===== src/rtl/commit_arbiter.sv =====
// Commit arbiter: round-robin collection of ALU results into one registered
// register-file write port, with error results trapped into an exception record.
module commit_arbiter #(
  parameter int unsigned N_ALU      = 4,
  parameter int unsigned XLEN       = 32,
  parameter int unsigned REG_ADDR_W = 5
) (
  input  logic                          clk,
  input  logic                          rst,
  input  logic [N_ALU-1:0]              alu_valid,
  input  logic [N_ALU*XLEN-1:0]         alu_res,
  input  logic [N_ALU*REG_ADDR_W-1:0]   alu_rd,
  input  logic [N_ALU-1:0]              alu_error,
  output logic [N_ALU-1:0]              alu_clear,
  output logic                          rf_we,
  output logic [REG_ADDR_W-1:0]         rf_waddr,
  output logic [XLEN-1:0]               rf_wdata,
  output logic                          exc_valid,
  output logic [$clog2(N_ALU)-1:0]      exc_src,
  output logic [REG_ADDR_W-1:0]         exc_rd,
  input  logic                          exc_ack,
  output logic [31:0]                   commit_count
);

  localparam int unsigned PTR_W = $clog2(N_ALU);
  localparam int unsigned SUM_W = PTR_W + 1;

  typedef enum logic {RUN, HALT} state_t;

  state_t               state;
  logic [PTR_W-1:0]     ptr;
  logic [PTR_W-1:0]     grant_idx;
  logic [PTR_W-1:0]     ptr_nx;
  logic [SUM_W-1:0]     cand;
  logic                 found;
  logic                 grant_valid;
  logic [REG_ADDR_W-1:0] win_rd;
  logic [XLEN-1:0]      win_res;
  logic                 win_err;

  // First valid at or after ptr, ascending with wrap.
  always_comb begin
    found     = 1'b0;
    grant_idx = '0;
    cand      = '0;
    for (int unsigned k = 0; k < N_ALU; k++) begin
      cand = SUM_W'(ptr) + SUM_W'(k);
      if (cand >= SUM_W'(N_ALU)) cand = cand - SUM_W'(N_ALU);
      if (!found && alu_valid[cand[PTR_W-1:0]]) begin
        found     = 1'b1;
        grant_idx = cand[PTR_W-1:0];
      end
    end
  end

  always_comb begin
    grant_valid = found && (state == RUN) && !rst;
    alu_clear   = grant_valid ? (N_ALU'(1) << grant_idx) : '0;
    ptr_nx      = (grant_idx == PTR_W'(N_ALU - 1)) ? '0 : grant_idx + PTR_W'(1);
    win_rd      = alu_rd[grant_idx*REG_ADDR_W +: REG_ADDR_W];
    win_res     = alu_res[grant_idx*XLEN +: XLEN];
    win_err     = alu_error[grant_idx];
  end

  // State, pointer and all registered outputs.
  always_ff @(posedge clk or posedge rst) begin
    if (rst) begin
      state        <= RUN;
      ptr          <= '0;
      rf_we        <= 1'b0;
      rf_waddr     <= '0;
      rf_wdata     <= '0;
      exc_valid    <= 1'b0;
      exc_src      <= '0;
      exc_rd       <= '0;
      commit_count <= '0;
    end else begin
      rf_we <= 1'b0;
      case (state)
        RUN: begin
          if (grant_valid) begin
            ptr <= ptr_nx;
            if (win_err) begin
              exc_valid <= 1'b1;
              exc_src   <= grant_idx;
              exc_rd    <= win_rd;
              state     <= HALT;
            end else begin
              commit_count <= commit_count + 32'd1;
              // x0 retires without a write; address/data keep their last value.
              if (win_rd != '0) begin
                rf_we    <= 1'b1;
                rf_waddr <= win_rd;
                rf_wdata <= win_res;
              end
            end
          end
        end
        HALT: begin
          if (exc_ack) begin
            exc_valid <= 1'b0;
            state     <= RUN;
          end
        end
        default: state <= RUN;
      endcase
    end
  end

endmodule

===== config.mk =====
export PLATFORM = sky130hd
export DESIGN_NAME = commit_arbiter
export DESIGN_NICKNAME = d
export VERILOG_FILES = /design/src/rtl/commit_arbiter.sv
export SDC_FILE = /design/constraint.sdc
export NUM_CORES = 1
export LEC_CHECK = 0
export CAP_MARGIN = 40
export CORE_MARGIN = 1
export CORE_UTILIZATION = 40
export DETAILED_ROUTE_END_ITERATION = 8
export GPL_ROUTABILITY_DRIVEN = 0
export PLACE_DENSITY = 0.82
export SYNTH_ARGS = -nofsm -noshare
export SYNTH_HDL_FRONTEND = slang
export SYNTH_SLANG_ARGS = --single-unit

===== constraint.sdc =====
create_clock -name clk -period 3 [get_ports clk]
set_input_delay 0.6 -clock clk [delete_from_list [all_inputs] [get_ports clk]]
set_output_delay 0.6 -clock clk [all_outputs]
set_load 0.02 [all_outputs]

======== Yosys cells after proc, flatten, opt, wreduce, memory -nomap -nowiden ========
Cells that the tools add are included.
storage, ports and cells
  logic and storage cells ................. 88
  output and inout bits ................... 82
  memory bits (read-only) ................. 0
  memories kept ........................... 0
  flip-flop bits (word level) ............. 81
  input bits .............................. 159
  latch bits .............................. 0
  RAM bits ................................ 0
cells by class
  shifts and indexed selects .............. 3
  bitwise gates (word level) .............. 2
  mux-type cells .......................... 36
  divide/modulo/power cells ............... 0
  $add $sub $neg .......................... 9
  magnitude comparators ................... 9
  equality and inequality tests ........... 4
  multiply operators ...................... 1
  reduce and logical (&&, ||, !) cells .... 15
operator list
  operator               count
  $shiftx 128x8->32      1
  $add 32x1->32 const B  1
  $shiftx 20x6->5        1
  $mux 1                 19
  $mux 2                 9
  $lt 2x3->1 const B     5
  $bmux 1 s2             5
  $ge 3x3->1 const B     3
  $reduce_and 3->1       3
  $sub 2x1->2 const B    4
  $add 2x2->3 const B    2
  $ne 2x2->1 const B     3
  $logic_and 1x1->1      5
  $mul 2x3->5 const B    1
  $reduce_bool 5->1      1
  $logic_not 1->1        4
  $mux 4                 1
  $pmux 1 s2             2
  $reduce_and 4->1       1
  $shl 1x2->4 const A    1
  $add 2x1->3 const B    1
  $ge 2x3->1 const B     1
  $add 2x1->2 const B    1
  $eq 2x2->1 const B     1
  2 further kinds        3

======== Depth between registers and ports, before layout ========
  depth after elaboration ................. 21
  gate-level depth with buffers ........... 10
  gate-level depth less buffers ........... 8

======== Least setup slack after synthesis ========
Ideal clock, no wire load.
  path type ............................... input to register
  start ................................... input port rst
  end ..................................... register rf_wdata[0]
  stages .................................. 6
  library setup time ...................... 0.127 ns
  setup slack ............................. -1.211 ns
  arrival time ............................ 4.084 ns
  cells stage by stage .................... inv_1 > nand3_1 > a21o_1 > a41oi_4 > buf_6 > mux2_1
between the ends
  cells in the longest elaborated chain, start to end .. 3
RTL lines
  element                            line  RTL
  start: declaration                 9     input logic rst,
  $logic_not 1->1 (no source line)   -
  $logic_and 1x1->1                  57    grant_valid = found && (state == RUN) && !rst;
  $reduce_and 4->1 (no source line)  -
  end signal: assignment             94    rf_wdata <= win_res;
  end: declaration                   17    output logic [XLEN-1:0] rf_wdata,
Every way passes these cells.
A chain may end at the register's enable or synchronous reset.

======== Worst setup path after layout ========
  start ................................... input port alu_valid[0]
  end ..................................... register rf_wdata[0]
between the ends
  cells in the longest elaborated chain, start to end .. 16
RTL lines
  element                                                line    RTL
  start: declaration                                     10      input logic [N_ALU-1:0] alu_valid,
  $bmux 1 s2                                             49      if (!found && alu_valid[cand[PTR_W-1:0]]) begin
  $mux 1 (implied by the code)                           49
  $mux 1                                                 49
  $logic_not 1->1                                        49
  $logic_and 1x1->1                                      49
  $mux 1                                                 49
  $logic_not 1->1                                        49
  $logic_and 1x1->1                                      49
  $mux 1                                                 49
  $logic_not 1->1                                        49
  $logic_and 1x1->1                                      49
  $mux 2                                                 49
  $mul 2x3->5 / $bmux 1 s2 (equally long branches)       60, 62
  $shiftx 20x6->5 / $mux 1 (equally long branches)       60, 62
  $reduce_bool 5->1 / $not 1->1 (equally long branches)  -
  $reduce_and 4->1 (no source line)                      -
Parallel ways exist; a longest one is shown, timed or not. The select of a mux whose other input is x is not followed.

==> metrics.txt <==
status=finished, final reports clean; RSZ-0062 raised after global routing=no; final setup fails=0; Fillers=866; final period utilization=94.62%; number of global-route vias before repair=5067; Post-Synth XOR/XNOR Area=5.607%; Startpoint Class=input port; worst hold start=commit_count[31]; # nets final=956; Data required, critical path=3.20 ns; Layout Skew=0.01284 ns; grt ovf=0; Min-Delay Endpoint=commit_count[31]; die span in y=110.2 µm; DRC violations left=0; CTS buffer count=9; area growth from synthesis to layout=69.11%; DP Worst Slack=-0.2701 ns; GR Util All Layers=25.35%; Sinks on Clock Net=81; CP Capture Type=flop; total wire length=15.50 mm; Fin Hold WS=0.4706 ns; reg2reg setup slack=0.25 ns; # diodes=0; first-pass GRT wire length=23.63 mm; drt wl/cell=16.49 µm; FF/Latch Area=2027 µm²; Initial Util=41.04%; Site Rows=39; area of the core=11420 µm²; Final Hold Vio Count=0; CTS H-tree depth=3; Port-buffer cells=240; CTS tree=built; drt via density=5.313; final instance area=7924 µm²; Max IR drop VDD=0.5820 mV; Cells after Synth=528; PD cells=813.0 nW/µm²; Crit Path Max Fanout=11; main combinational cell family by area after synthesis=simple AND/OR/NAND/NOR gates; antenna violations before repair=0; Slew HR=61.54%; placed cell area=7500 µm²; CP arrival=3.04 ns; routed vias=4994; Syn Nets=692; synth warn=0; Max clock buf depth=2; simple-gate area share of the yosys netlist=25.74%; Synth cell types=44; CP Class=in2reg; Leak=3.489 nW; Worst Max-Slew Pin Slew=0.5769 ns; post-DP HPWL=11.92 mm; synthesized flop and latch total=81; mapped cell area=4686 µm²; clock-pin slew on the worst setup and hold paths=0.07 ns; Fin Setup TNS=0 ns; R2R depth=10; Pre-Repair DR Iteration Count=5; max_cap viols=0; Clock Root Buffer=clkbuf_16; max-slew violations=0; HP Class=reg2reg; fmax=352.3 MHz; CTS Hold Bufs=0; Final ANT Viol Nets=0; die width=110.2 µm; adder-cell share of the synthesized area=1.335%; r2r endpoint=rf_wdata[0]; largest net degree at the start of global routing=62; footprint of the multi-input gates=2519 µm²; die area=12150 µm²; post-synthesis sequential area ratio=43.26%; syn_area_per_cell=8.875 µm²; # IOs=241; Hold Path Stages=1; area fraction in compound gates after synthesis=10.97%; mux cell area share after synthesis=8.838%; fraction of layout cells with a size suffix above 1=11.29%; reg2reg start=ptr[1]; clock latency at the later pin of the worst-skew pair=0.33 ns; DR iter-0 viols=255; Final WS setup=0.1614 ns; Min Clock Period, post-route=2.839 ns
## power breakdown
part / switching, mW / internal [mW]
registers: 0.258 / 1.47
clock network: 0.456 / 0.679
logic: 1.85 / 1.73
## synth_stat cells
library cell	count	area share [%]
a2111oi_1	1	0.21
a2111oi_4	1	0.59
a211o_1	1	0.19
a211oi_1	1	0.16
a211oi_2	1	0.27
a21o_1	2	0.32
a21oi_1	7	0.75
a22o_1	2	0.37
a22oi_2	1	0.27
a31oi_1	35	4.7
a41oi_4	1	0.59
and2_1	6	0.80
and3_1	39	5.2
and4_1	5	0.93
buf_1	4	0.32
buf_2	3	0.32
buf_6	4	0.96
clkbuf_1	19	1.5
dfrtp_1	81	43
ha_1	5	1.3
inv_1	12	0.96
inv_2	2	0.16
mux2_1	26	6.2
mux2_2	9	2.2
mux2i_1	2	0.43
nand2_1	159	13
nand2b_1	3	0.40
nand3_1	22	2.3
nand3_4	1	0.37
nand4_1	8	1.1
nor2_1	7	0.56
nor2b_1	1	0.13
nor3_1	3	0.32
nor3b_2	1	0.27
nor4_2	1	0.27
o211ai_2	1	0.27
o21a_1	1	0.16
o21ai_0	13	1.4
o21ai_2	2	0.37
o22ai_1	3	0.40
or2_2	1	0.13
or2_4	1	0.19
xnor2_1	25	4.7
xor2_1	5	0.93
## per-stage QoR
| step | cells | power, mW | utilization, % |
|---|---|---|---|
| 6_report | 940 | 6.442 | 69.40 |
| 5_1_grt | 940 | 6.851 | 69.40 |
| 4_1_cts | 937 | 6.383 | 68.50 |
| 3_5_place_dp | 920 | 5.201 | 65.68 |
| 3_3_place_gp | 919 | 5.062 | 65.44 |
| 2_1_floorplan | 528 | 3.618 | - |
## kinds of logic (layout without fill, tap and decap cells)
group           count (synthesis)  count (layout)
simple gates                  258             258
flops                          81              81
compound gates                 73              73
buf+inv                        44             313
mux                            37              37
xor+xnor                       30              30
fa+ha+maj                       5               5
## how the worst max path moves through the flow
stage	endpoint	startpoint	slack, ns	cells past startpoint
final	rf_wdata[0]	alu_valid[0]	0.16	12
after CTS	alu_clear[1]	alu_valid[3]	0.05	8
after global placement	alu_clear[1]	alu_valid[3]	-0.19	8
after global routing	rf_wdata[29]	alu_valid[0]	0.09	12
after detailed placement	rf_wdata[5]	alu_valid[3]	-0.27	11
after floorplan	rf_wdata[0]	rst	0.04	6
## worst max-delay path: stages
cell,delay (ns)
clkdlybuf4s50_1,0.48
nor2_4,0.21
a211oi_4,0.06
buf_4,0.15
buf_4,0.14
o21ai_0,0.16
nand3_1,0.14
a22oi_2,0.29
a41oi_4,0.16
buf_12,0.17
clkbuf_16,0.16
mux2_1,0.31
## area by class of cell
type | count | area share, %
Multi-Input combinational cell | 403 | 31.79
Clock inverter | 6 | 0.9474
Timing Repair Buffer | 283 | 35.70
Tap cell | 143 | 2.258
Sequential cell | 81 | 25.58
Inverter | 14 | 0.7106
Clock buffer | 10 | 3.016
## layout by cell type, fill, tap and decap left out, types with 3 or more instances in the layout
master / synthesis / routed
a21oi_1: 7 / 7
clkbuf_16: 0 / 11
and3_1: 39 / 39
and2_1: 6 / 6
nand2_1: 159 / 159
dlygate4sd2_1: 0 / 3
nor3_1: 3 / 3
dlymetal6s2s_1: 0 / 3
xnor2_1: 25 / 25
xor2_1: 5 / 5
dfrtp_1: 81 / 81
a31oi_1: 35 / 35
mux2_2: 9 / 9
nand4_1: 8 / 8
mux2_1: 26 / 26
inv_1: 12 / 11
clkdlybuf4s50_1: 0 / 233
o21ai_0: 13 / 13
nand3_1: 22 / 21
o22ai_1: 3 / 3
buf_12: 0 / 4
nor2_1: 7 / 5
and4_1: 5 / 5
buf_4: 0 / 36
ha_1: 5 / 5
## flip-flops by register name, summed over array words and instances (netlist names), 2 cells and up
register,flops
ptr,2
exc_src,2
commit_count,32
rf_wdata,32
rf_waddr,5
exc_rd,5
## per-layer routing
| metal | GRT usage [%] | vias up | wire [µm] |
|---|---|---|---|
| li1 | - | 2346 | - |
| met5 | 0 | - | 0 |
| met3 | 5.173 | 48 | 1042 |
| met1 | 27.33 | 2380 | 5772 |
| met4 | 12.03 | 0 | 618 |
| met2 | 47.19 | 220 | 8063 |
## repair_timing
item	CTS	global route
setup endpoints to repair	4	40
setup buffers	1	1
gates cloned	0	2
pin swaps	1	3
gates resized for setup	5	10
Power figures use the tool's default switching activity.
